### src/rtl/pop_pkg.sv
// Shared constants for the front-panel button conditioner: button indices,
// the +/- pair table, the per-button state encoding and a counter-width helper.
package pop_pkg;

    localparam int NUM_BTN           = 6;
    localparam int BTN_MODE          = 0;
    localparam int BTN_LOAD_DEFAULTS = 1;
    localparam int BTN_PIE_PLUS      = 2;
    localparam int BTN_ST_PLUS       = 3;
    localparam int BTN_PIE_MINUS     = 4;
    localparam int BTN_ST_MINUS      = 5;

    typedef enum logic [1:0] {
        ST_IDLE = 2'd0,
        ST_HOLD = 2'd1,
        ST_SLOW = 2'd2,
        ST_FAST = 2'd3
    } btn_state_t;

    // Opposing +/- buttons; pressing both at once must not step either value.
    function automatic int pair_partner(input int idx);
        int partner;
        case (idx)
            BTN_PIE_PLUS:  partner = BTN_PIE_MINUS;
            BTN_PIE_MINUS: partner = BTN_PIE_PLUS;
            BTN_ST_PLUS:   partner = BTN_ST_MINUS;
            BTN_ST_MINUS:  partner = BTN_ST_PLUS;
            default:       partner = -1;
        endcase
        return partner;
    endfunction

    function automatic int cnt_width(input int max_val);
        return (max_val < 1) ? 1 : $clog2(max_val + 1);
    endfunction

endpackage

### src/rtl/button_conditioner_if.sv
// Button bundle between the raw panel inputs and the conditioned outputs.
interface button_conditioner_if;
    import pop_pkg::*;

    logic [NUM_BTN-1:0] btn_raw_n;
    logic [NUM_BTN-1:0] btn_level;
    logic [NUM_BTN-1:0] btn_pulse;
    logic               tick;

    modport master (output btn_raw_n, input btn_level, btn_pulse, tick);
    modport slave  (input btn_raw_n, output btn_level, btn_pulse, tick);

endinterface

### src/rtl/button_channel.sv
// One button: 2-flop synchroniser, tick-sampled debounce and the
// press / hold / slow-repeat / fast-repeat state machine.
module button_channel
    import pop_pkg::*;
#(
    parameter int DEB_TICKS    = 100,
    parameter int REPEAT_DELAY = 5000,
    parameter int REPEAT_SLOW  = 1000,
    parameter int FAST_AFTER   = 20000,
    parameter int REPEAT_FAST  = 200,
    parameter bit REPEAT_EN    = 1'b1
) (
    input  logic clk_2M5,
    input  logic reset_n,
    input  logic raw_n,
    input  logic tick,
    input  logic mute,
    output logic level,
    output logic level_next,
    output logic pulse
);
    localparam int DEB_W  = cnt_width(DEB_TICKS - 1);
    localparam int HOLD_W = cnt_width(FAST_AFTER);
    localparam int PER_W  = cnt_width((REPEAT_SLOW > REPEAT_FAST) ? REPEAT_SLOW : REPEAT_FAST);

    localparam logic [DEB_W-1:0]  DEB_LAST   = DEB_W'(DEB_TICKS - 1);
    localparam logic [HOLD_W-1:0] HOLD_DELAY = HOLD_W'(REPEAT_DELAY);
    localparam logic [HOLD_W-1:0] HOLD_SAT   = HOLD_W'(FAST_AFTER);
    localparam logic [PER_W-1:0]  PER_SLOW   = PER_W'(REPEAT_SLOW);
    localparam logic [PER_W-1:0]  PER_FAST   = PER_W'(REPEAT_FAST);

    logic              sync1_reg, sync2_reg;
    logic              level_reg, pulse_reg;
    logic [DEB_W-1:0]  deb_reg, deb_next;
    logic [HOLD_W-1:0] hold_reg, hold_inc;
    logic [PER_W-1:0]  per_reg, per_inc;
    btn_state_t        state_reg;

    // level_next is exported so the top can judge pair conflicts in the same cycle.
    always_comb begin
        level_next = level_reg;
        deb_next   = deb_reg;
        if (tick) begin
            if (sync2_reg == level_reg) begin
                deb_next = '0;
            end else if (deb_reg == DEB_LAST) begin
                deb_next   = '0;
                level_next = sync2_reg;
            end else begin
                deb_next = deb_reg + DEB_W'(1);
            end
        end
    end

    assign hold_inc = (hold_reg == HOLD_SAT) ? hold_reg : hold_reg + HOLD_W'(1);
    assign per_inc  = per_reg + PER_W'(1);

    always_ff @(posedge clk_2M5) begin
        if (!reset_n) begin
            sync1_reg <= 1'b0;
            sync2_reg <= 1'b0;
            deb_reg   <= '0;
            level_reg <= 1'b0;
            pulse_reg <= 1'b0;
            hold_reg  <= '0;
            per_reg   <= '0;
            state_reg <= ST_IDLE;
        end else begin
            // Inverted on capture so a cleared synchroniser reads as released.
            sync1_reg <= ~raw_n;
            sync2_reg <= sync1_reg;
            deb_reg   <= deb_next;
            level_reg <= level_next;
            pulse_reg <= 1'b0;
            if (level_reg && !level_next) begin
                state_reg <= ST_IDLE;
            end else if (!level_reg && level_next) begin
                state_reg <= ST_HOLD;
                hold_reg  <= '0;
                per_reg   <= '0;
                pulse_reg <= !mute;
            end else if (tick) begin
                case (state_reg)
                    ST_HOLD: begin
                        hold_reg <= hold_inc;
                        if (REPEAT_EN && hold_inc == HOLD_DELAY) begin
                            state_reg <= ST_SLOW;
                            per_reg   <= '0;
                            pulse_reg <= !mute;
                        end
                    end
                    ST_SLOW: begin
                        hold_reg <= hold_inc;
                        if (per_inc == PER_SLOW) begin
                            per_reg   <= '0;
                            pulse_reg <= !mute;
                        end else begin
                            per_reg <= per_inc;
                        end
                        if (hold_inc == HOLD_SAT) begin
                            state_reg <= ST_FAST;
                            per_reg   <= '0;
                        end
                    end
                    ST_FAST: begin
                        hold_reg <= hold_inc;
                        if (per_inc == PER_FAST) begin
                            per_reg   <= '0;
                            pulse_reg <= !mute;
                        end else begin
                            per_reg <= per_inc;
                        end
                    end
                    default: ;
                endcase
            end
        end
    end

    assign level = level_reg;
    assign pulse = pulse_reg;

endmodule

### src/rtl/button_conditioner.sv
// Six-button front-panel conditioner: shared sample prescaler, one
// button_channel per button and +/- pair conflict suppression.
module button_conditioner
    import pop_pkg::*;
#(
    parameter int                 PRESCALE     = 256,
    parameter int                 DEB_TICKS    = 100,
    parameter int                 REPEAT_DELAY = 5000,
    parameter int                 REPEAT_SLOW  = 1000,
    parameter int                 FAST_AFTER   = 20000,
    parameter int                 REPEAT_FAST  = 200,
    parameter logic [NUM_BTN-1:0] REPEAT_MASK  = 6'b111100
) (
    input  logic          clk_2M5,
    input  logic          reset_n,
    button_conditioner_if.slave bus
);
    localparam int                PRE_W    = cnt_width(PRESCALE - 1);
    localparam logic [PRE_W-1:0]  PRE_LAST = PRE_W'(PRESCALE - 1);

    logic [PRE_W-1:0]   pre_cnt_reg;
    logic               tick_reg;
    logic [NUM_BTN-1:0] chan_level, chan_level_next, chan_pulse, pair_mute;

    always_ff @(posedge clk_2M5) begin
        if (!reset_n) begin
            pre_cnt_reg <= '0;
            tick_reg    <= 1'b0;
        end else if (pre_cnt_reg == PRE_LAST) begin
            pre_cnt_reg <= '0;
            tick_reg    <= 1'b1;
        end else begin
            pre_cnt_reg <= pre_cnt_reg + PRE_W'(1);
            tick_reg    <= 1'b0;
        end
    end

    for (genvar gi = 0; gi < NUM_BTN; gi++) begin : g_chan
        localparam int PARTNER = pair_partner(gi);

        // Mute judged on next-cycle levels so the registered pulse never leaks.
        if (PARTNER >= 0) begin : g_pair
            assign pair_mute[gi] = chan_level_next[gi] & chan_level_next[PARTNER];
        end else begin : g_solo
            assign pair_mute[gi] = 1'b0;
        end

        button_channel #(
            .DEB_TICKS    (DEB_TICKS),
            .REPEAT_DELAY (REPEAT_DELAY),
            .REPEAT_SLOW  (REPEAT_SLOW),
            .FAST_AFTER   (FAST_AFTER),
            .REPEAT_FAST  (REPEAT_FAST),
            .REPEAT_EN    (REPEAT_MASK[gi])
        ) u_chan (
            .clk_2M5    (clk_2M5),
            .reset_n    (reset_n),
            .raw_n      (bus.btn_raw_n[gi]),
            .tick       (tick_reg),
            .mute       (pair_mute[gi]),
            .level      (chan_level[gi]),
            .level_next (chan_level_next[gi]),
            .pulse      (chan_pulse[gi])
        );
    end

    assign bus.btn_level = chan_level;
    assign bus.btn_pulse = chan_pulse;
    assign bus.tick      = tick_reg;

endmodule

### src/flat_wrapper.sv
// flat-port wrapper written by rule: the top's interface ports become plain ports
module button_conditioner_flat import pop_pkg::*;
#(
    parameter int                 PRESCALE     = 256,
    parameter int                 DEB_TICKS    = 100,
    parameter int                 REPEAT_DELAY = 5000,
    parameter int                 REPEAT_SLOW  = 1000,
    parameter int                 FAST_AFTER   = 20000,
    parameter int                 REPEAT_FAST  = 200,
    parameter logic [NUM_BTN-1:0] REPEAT_MASK  = 6'b111100
)
  (clk_2M5, reset_n, bus_btn_raw_n, bus_btn_level, bus_btn_pulse, bus_tick);
  button_conditioner_if bus_i ();
  input  logic clk_2M5;
  input  logic reset_n;
  input wire logic [$bits(bus_i.btn_raw_n)-1:0] bus_btn_raw_n;
  output wire logic [$bits(bus_i.btn_level)-1:0] bus_btn_level;
  output wire logic [$bits(bus_i.btn_pulse)-1:0] bus_btn_pulse;
  output wire logic [$bits(bus_i.tick)-1:0] bus_tick;
  assign bus_i.btn_raw_n = bus_btn_raw_n;
  assign bus_btn_level = bus_i.btn_level;
  assign bus_btn_pulse = bus_i.btn_pulse;
  assign bus_tick = bus_i.tick;
  button_conditioner #(.PRESCALE(PRESCALE), .DEB_TICKS(DEB_TICKS), .REPEAT_DELAY(REPEAT_DELAY), .REPEAT_SLOW(REPEAT_SLOW), .FAST_AFTER(FAST_AFTER), .REPEAT_FAST(REPEAT_FAST), .REPEAT_MASK(REPEAT_MASK)) u_core (.clk_2M5(clk_2M5), .reset_n(reset_n), .bus(bus_i));
endmodule
### config.mk
export PLATFORM = sky130hd
export DESIGN_NAME = button_conditioner_flat
export DESIGN_NICKNAME = d
export VERILOG_FILES = /design/src/rtl/pop_pkg.sv /design/src/rtl/button_conditioner_if.sv /design/src/rtl/button_channel.sv /design/src/rtl/button_conditioner.sv /design/src/flat_wrapper.sv
export SDC_FILE = /design/constraint.sdc
export NUM_CORES = 1
export LEC_CHECK = 0
export BUFFER_PORTS_ARGS = -buffer_cell sky130_fd_sc_hd__buf_2
export CAP_MARGIN = 20
export CORE_ASPECT_RATIO = 1.5
export CORE_MARGIN = 2
export CORE_UTILIZATION = 40
export CTS_CLUSTER_SIZE = 40
export DETAILED_ROUTE_END_ITERATION = 8
export PLACE_DENSITY = 0.57
export RECOVER_POWER = 100
export SLEW_MARGIN = 40
export SYNTH_ARGS = -nofsm -noshare
export SYNTH_HDL_FRONTEND = slang
export SYNTH_SLANG_ARGS = --single-unit
### constraint.sdc
create_clock -name clk_2M5 -period 7.05 [get_ports clk_2M5]
set_input_delay 2.115 -clock clk_2M5 [delete_from_list [all_inputs] [get_ports clk_2M5]]
set_output_delay 2.115 -clock clk_2M5 [all_outputs]
set_load 0.1 [all_outputs]
# ---- Word level (Yosys, flattened, before mapping)
# Index checks and enable logic that the tools add are counted.
# Widths: inputs -> output; s select.
dict set report word_totals {
  inputBits 8
  word_cells 421
  output_inout_bits 13
  register_bits 237
}
dict set report classes {
  muxes 157
  n_reduce_logical 99
  bitwise_logic 15
  n_eq_ne 75
  add_sub_neg 19
}
# cell n
set op_table {}
lappend op_table {{$mux 15} 24}
lappend op_table {{$mux 10} 34}
lappend op_table {{$eq 15x15->1 const B} 12}
lappend op_table {{$pmux 10 s3} 4}
lappend op_table {{$add 15x1->15 const B} 6}
lappend op_table {{$mux 7} 12}
lappend op_table {{$mux 1} 63}
lappend op_table {{$add 10x1->10 const B} 6}
lappend op_table {{$eq 10x10->1 const B} 6}
lappend op_table {{$eq 10x8->1 const B} 6}
lappend op_table {{$eq 15x13->1 const B} 4}
lappend op_table {{$reduce_and 4->1} 12}
lappend op_table {{$add 7x1->7 const B} 6}
lappend op_table {{$eq 7x7->1 const B} 6}
lappend op_table {{$pmux 10 s2} 2}
lappend op_table {{$reduce_bool 2->1} 20}
lappend op_table {{$reduce_and 3->1} 12}
lappend op_table {{$reduce_or 3->1} 12}
lappend op_table {{$eq 2x2->1 const B} 12}
lappend op_table {{$ne 3x3->1 const B} 8}
lappend op_table {{$reduce_bool 3->1} 6}
lappend op_table {{$mux 2} 8}
lappend op_table {{$ne 2x2->1 const B} 8}
lappend op_table {{$pmux 2 s2} 4}
lappend op_table {{other kinds (12)} 72}

# ---- Longest topological paths before layout
# Gate-level depths: netlist of run 1.
dict set report depth {
  depth_word 10
  mapped_depth 11
  depth_no_buf 10
}

# ---- Hierarchy
# Synthesis of run 1 repeated with hierarchy kept, for this count alone.
dict set report hier_totals {
  cells_unflattened 2005
  area_unflattened_um2 16315.6
}
# mod cells_per_inst area_per_inst_um2 n_inst seq_area_each_um2
set modules_own_cells {}
lappend modules_own_cells {{button_channel at u_core.g_chan[2].u_chan ...} 338 2763.9 4 760.7}
lappend modules_own_cells {{button_channel at u_core.g_chan[0].u_chan ...} 305 2444.8 2 760.7}
lappend modules_own_cells {button_conditioner 43 370.4 1 180.2}

# ---- Worst setup path before layout of run 1
# OpenSTA, ideal clock, no wires.
dict set report synth_path {
  path_type {input to register}
  from {input reset_n}
  to {register u_core.g_chan[5].u_chan.per_reg[4]}
  cell_stages 6
  arrival_time_ps 3542
  n_path_buf 1
  setup_time_ps 79
  setup_slack_ps 3429
  t_required_ps 6971
  cell_sequence {clkbuf_1 clkinv_1 nor2_1 a21boi_1 a31oi_1 o22ai_1}
}
# element line_no
set synth_rtl {}
lappend synth_rtl {{start: declaration} flat_wrapper.sv:15} ;# input logic reset_n;
lappend synth_rtl {{end signal: assignment} button_channel.sv:98} ;# per_reg <= per_inc;
lappend synth_rtl {{end signal: assignment} button_channel.sv:111} ;# per_reg <= per_inc;
lappend synth_rtl {{end: declaration} button_channel.sv:36} ;# logic [PER_W-1:0] per_reg, per_inc;

# ---- Worst setup path in the final report of run 1
dict set report layout_path {
  from {register u_core.tick_reg, in the netlist u_core.bus.tick}
  to {output bus_tick}
}
# element line_no
set layout_rtl {}
lappend layout_rtl {{start: declaration} button_conditioner.sv:22} ;# logic tick_reg;
lappend layout_rtl {{start signal: assignment} button_conditioner.sv:28} ;# tick_reg <= 1'b0;
lappend layout_rtl {{start signal: assignment} button_conditioner.sv:31} ;# tick_reg <= 1'b1;
lappend layout_rtl {{start signal: assignment} button_conditioner.sv:34} ;# tick_reg <= 1'b0;
lappend layout_rtl {{end: declaration} flat_wrapper.sv:19} ;# output wire logic [$bits(bus_i.tick)-1:0] bus_tick;
# No word-level cell between the ends.

==> run summary, run 1 <==
status: finished with violations
failing checks: capacitance limit, slew limit
count leader, synth: dfxtp_1
Final Skew: 14.79 ps
core footprint: 35,730 um2
Setup WS pre-CTS: 2864 ps
clock-pin slew on the worst setup and hold paths: 60 ps
post-CTS sizing: 0
dpl hpwl: 24,400 um
setup violators final: 0
1st-pass router iterations: 5
GRT Overall Usage: 18.37%
nets: 1,877
DR vias: 13,110
total CTS buffers: 26
max_slew headroom: -35.40%
Clock Latency Late Sink: 550 ps
HP Start: u_core.g_chan[3].u_chan.sync1_reg
die area: 37,560 um2
Hold Fails Final Rpt: 0
setup bufs post-CTS: 0
worst path required time: 4930 ps
worst-path fanout max: 27
HP Class: reg -> reg
CTS tree: done
fin crit share: 76.65%
area grow syn2layout: 7.996%
WP buf/inv: 2
Non-Filler Instances: 2,326
Hold Path End: u_core.g_chan[3].u_chan.sync2_reg
drt initial violations: 695
unrepaired setup endpoints after global routing: no
initial antenna violation count: 0
port bufs: 20
total power per unit cell area: 181.8 nW/um2
I/O pin total: 21
Die H: 236.4 um
cell area after synthesis: 14,400 um2
CP delay by family, top: buffers and inverters
wire length per cell: 15.00 um
Rows: 85
# hold bufs at CTS: 0
asr flop ratio synth: 0%
Post-Syn Nets: 1,925
FF-to-FF path depth: 9
number of synthesized flops with an enable pin: 0
Area contributors post-synth: dfxtp_1, nor2_1, a21oi_1, xnor2_1, nand2_1
Yosys reg bits: 237
grt total ovfl: 0
setup TNS: 0 ps
CP startpoint kind: register
Die Span X: 158.9 um
Yosys warnings: 0
layout cells sized above 1: 5.519%
clock root cell: clkbuf_16
Min Clock Period, post-route: 5404 ps
Critical Path AT: 3290 ps
top cell type by total area after synthesis: dfxtp_1
Largest register FFs: 90
Critical-path top delay cell: dfxtp_1
Routability Congestion: 0.8320
reg2reg setup slack: 1920 ps
Max VDD drop: 0.0001519 V
Worst-Margin Slew: 2031 ps
sequential area share after synthesis: 32.96%
worst-case clock buffer depth: 3
list of most frequent post-synthesis cells: dfxtp_1, nor2_1, nand2_1, a21oi_1, o21ai_0
post-synthesis cell count: 1,876
Hold Path Cell Cnt: 1
r2r startpoint: u_core.bus.tick
htree depth: 1
WL final: 34,890 um
placed cells: 2,278
first-pass GRT wire length: 60,060 um
vias per cell: 5.636
mean post-synth cell area: 7.674 um2
Highest Clock Rate: 0.1851 GHz
ys flop type: dfxtp_1
Clock Sinks: 237
top-area cell type share of the netlist area: 32.96%
Routed Antenna Nets: 0
CP peak stage delay: 1040 ps
CP cell instances: clkbuf_1 > clkbuf_1
total power: 2827 uW
Starting Density: 40.29%
Netlist cell types: 86
CP Capture Type: output pin
critical path class: reg -> out
Slew Limit Fails: 83
Pleak: 0.004983 uW
number of global-route vias before repair: 12,670
Final WS setup: 1646 ps
worst r2r dst: u_core.g_chan[2].u_chan.per_reg[0]
pin count of the biggest net entering global routing: 67
ant diodes: 0
MaxCap Viol Count: 2
DRC Markers: 0
most frequent CP cell: clkbuf_1
## power by group
| group | switching [uW] | total [uW] | internal, uW |
|---|---|---|---|
| clock network | 593 | 1430 | 838 |
| logic | 34.5 | 46.7 | 12.2 |
| registers | 4.68 | 1350 | 1340 |
## metrics by stage
step                cell area [um2]  hold WS (ps)  utilization [%]
global route                  15550         435.6            43.51
global placement              14710         419.8            41.16
CTS                           15610         430.6            43.69
detailed placement            14710         416.9            41.17
floorplan                     14400         411.9                -
finish                        15550         430.1            43.51
## worst reg2reg max path, delay by kind of cell, from the launching register on
kind	cells	cell delay [ps]
buf+inv	2	1570
simple gates	5	1970
mux	1	300
flops	1	1040
compound gates	1	200
## cell usage in the layout (no fill, tap or decap), types with 13 or more instances in the layout
cell       count
nor2_1       224
xnor2_1       68
and2_1        13
a21oi_1      129
clkbuf_16     26
o21ai_0      116
nor3b_1       13
o31ai_1       18
xor2_1        61
and3_1        31
mux2i_1       16
nand2b_1      16
a31oi_1       13
nor4b_1       15
or4_1         13
or3_1         31
nand4_1       64
nor3_1        64
dfxtp_1      237
or2_2         19
ha_1          41
nor4_1        30
nand2_1      158
inv_1         59
nor2b_1       15
nand3_1      101
clkbuf_1      27
## cells by family after synthesis
logic type	Yosys count	synth area share [%]
and+or+nand+nor	867	31.19
AOI/OAI and AO/OA	410	17.95
DFF	237	32.96
buffers and inverters	172	5.067
xor gates and xnor gates	129	7.848
adders and majority gates	41	3.563
muxes	20	1.425
## layout make-up
type,count,area (um2)
inverter,62,235.2
tap,478,598.1
fill,3720,20190
sequential,237,4745
clock buffer,36,768.2
multi-input combinational,1467,8921
clock inverter,12,133.9
timing repair buffer,34,146.4
## layer usage
layer / up-vias / share of wire (%) / GRT usage, %
li1: 6672 / - / -
met4: 0 / 2.7 / 6.419
met5: - / 0 / 0
met3: 63 / 3.1 / 2.321
met1: 6192 / 43 / 21.25
met2: 183 / 51 / 34.56
## how the worst max path moves through the flow
stage	startpoint	end	slack [ps]	cells after the start
4_1_cts	u_core.bus.tick	bus_tick	2800	2
3_5_place_dp	reset_n	u_core.g_chan[5].u_chan.per_reg[7]	2860	6
2_1_floorplan	reset_n	u_core.g_chan[5].u_chan.per_reg[4]	3430	6
5_1_grt	reset_n	u_core.g_chan[3].u_chan.per_reg[4]	1380	7
3_3_place_gp	reset_n	u_core.g_chan[0].u_chan.per_reg[2]	2910	6
6_report	u_core.bus.tick	bus_tick	1650	2
(Power assumes the default switching activity.)
==> run 2, diff against run 1 <==
--- a/config.mk
+++ b/config.mk
@@ -12,7 +12,7 @@
 export CORE_UTILIZATION = 40
 export CTS_CLUSTER_SIZE = 40
 export DETAILED_ROUTE_END_ITERATION = 8
-export PLACE_DENSITY = 0.57
+export PLACE_DENSITY = 0.59
 export RECOVER_POWER = 100
 export SLEW_MARGIN = 40
 export SYNTH_ARGS = -nofsm -noshare
==> constraint.sdc (replaced) <==
create_clock -name clk_2M5 -period 4.6 [get_ports clk_2M5]
set_input_delay 1.38 -clock clk_2M5 [delete_from_list [all_inputs] [get_ports clk_2M5]]
set_output_delay 1.38 -clock clk_2M5 [all_outputs]
set_load 0.1 [all_outputs]
==> run 2 against run 1 <==
The flow still finishes with violations (capacitance limit, slew limit). Clock-buffer cell count is 7 higher. Critical endpoint is now u_core.g_chan[0].u_chan.per_reg[2]. Register-to-register slack got worse by 1100 ps. Highest routed layer unchanged. Clock power increased by 48%. Non-clock buffer count grew 4. Global-route usage fell by 0.33 points. Combinational power up 59%. Die area unchanged. Via count is 0.44% higher.
==> run summary, run 2 (synthesis gave the netlist of run 1 again) <==
initial antenna violation count: 0
wire length per cell: 14.90 um
total CTS buffers: 27
fin crit share: 84.29%
HP Class: reg -> reg
Routability Congestion: 0.8529
layout cells sized above 1: 5.289%
Routed Antenna Nets: 0
total power per unit cell area: 274.4 nW/um2
Final WS setup: 722.8 ps
filler cell count: 3,646
Max VDD drop: 0.0002267 V
setup violators final: 0
drt initial violations: 857
WL final: 34,740 um
DR vias: 13,170
grt total ovfl: 0
ant diodes: 0
pin count of the biggest net entering global routing: 38
Non-Filler Instances: 2,331
Rows: 85
commonest non-fill, non-tap cell in the layout: dfxtp_1
htree depth: 1
GRT Overall Usage: 18.04%
port bufs: 20
Hold Fails Final Rpt: 0
critical path class: in -> reg
1st-pass router iterations: 6
first-pass GRT wire length: 58,730 um
nets: 1,882
total power: 4260 uW
Die Span X: 158.9 um
DRC Markers: 0
worst-case clock buffer depth: 3
Slew Limit Fails: 31
placed cells: 2,282
MaxCap Viol Count: 1
max_slew headroom: -10.81%
worst-path fanout max: 30
vias per cell: 5.649
most frequent cells in the layout: dfxtp_1, nor2_1, nand2_1
Starting Density: 40.29%
Critical Path AT: 4370 ps
Setup WS pre-CTS: 1211 ps
Highest Clock Rate: 0.2579 GHz
Die H: 236.4 um
CP startpoint kind: primary input
Pleak: 0.004976 uW
CP Capture Type: register
Worst-Margin Slew: 1662 ps
unrepaired setup endpoints after global routing: no
worst path required time: 5090 ps
Clock Latency Late Sink: 550 ps
die area: 37,560 um2
clock-pin slew on the worst setup and hold paths: 60 ps
post-CTS sizing: 0
setup bufs post-CTS: 0
core footprint: 35,730 um2
status: finished with violations
Clock Sinks: 237
failing checks: capacitance limit, slew limit
dpl hpwl: 24,590 um
FF+latch area: 4745 um2
final core utilization: 43.45%
I/O pin total: 21
CTS tree: done
Min Clock Period, post-route: 3877 ps
setup TNS: 0 ps
Largest register FFs: 90
multi-input logic area: 8921 um2
clock root cell: clkbuf_16
area grow syn2layout: 7.848%
# hold bufs at CTS: 0
number of global-route vias before repair: 12,500
Final Skew: 11.00 ps
## run 2: metrics by stage
stage / area, um2 / hold WS, ps
after floorplan: 14400 / 411.9
after global placement: 14740 / 414.3
after detailed placement: 14740 / 419.5
after CTS: 15600 / 430.8
after global routing: 15530 / 437.6
final: 15530 / 430.2
## run 2: path summary, 6_finish.rpt
path,start,end,slack (ps),cells past startpoint
worst max register to register,u_core.bus.tick,u_core.g_chan[2].u_chan.hold_reg[12],820,8
worst min-delay path,u_core.g_chan[3].u_chan.sync1_reg,u_core.g_chan[3].u_chan.sync2_reg,430,1
worst max-delay path,reset_n,u_core.g_chan[0].u_chan.per_reg[2],720,5
worst min register to register,u_core.g_chan[3].u_chan.sync1_reg,u_core.g_chan[3].u_chan.sync2_reg,430,1
## run 2: cell type report
| cell class | count | share of cell area [%] |
|---|---|---|
| well taps | 478 | 3.852 |
| inverters | 62 | 1.515 |
| multi-input cells | 1467 | 57.46 |
| flip-flops and latches | 237 | 30.56 |
| clock buffers | 43 | 5.125 |
| clock inverters | 6 | 0.3788 |
| repair buffers | 38 | 1.112 |
## run 2: report_power, final
group	leakage, uW	internal, uW	total, uW	switching, uW
sequential	0.00191	2060	2070	6.67
clock	0.000422	1230	2120	885
combinational	0.00264	19.6	74.3	54.7
## run 2: per-layer routing
| metal | GRT usage [%] | share of wire, % | vias up |
|---|---|---|---|
| met4 | 7.383 | 3.0 | 0 |
| met1 | 20.49 | 42 | 6206 |
| met3 | 2.057 | 3.0 | 79 |
| met2 | 34.05 | 51 | 223 |
| li1 | - | - | 6660 |
| met5 | 0 | 0 | - |
## run 2: critical path, cell delays in order
cell	delay [ps]
clkbuf_1	580
clkbuf_1	1270
nand3_1	650
nor3b_1	360
a21o_1	110
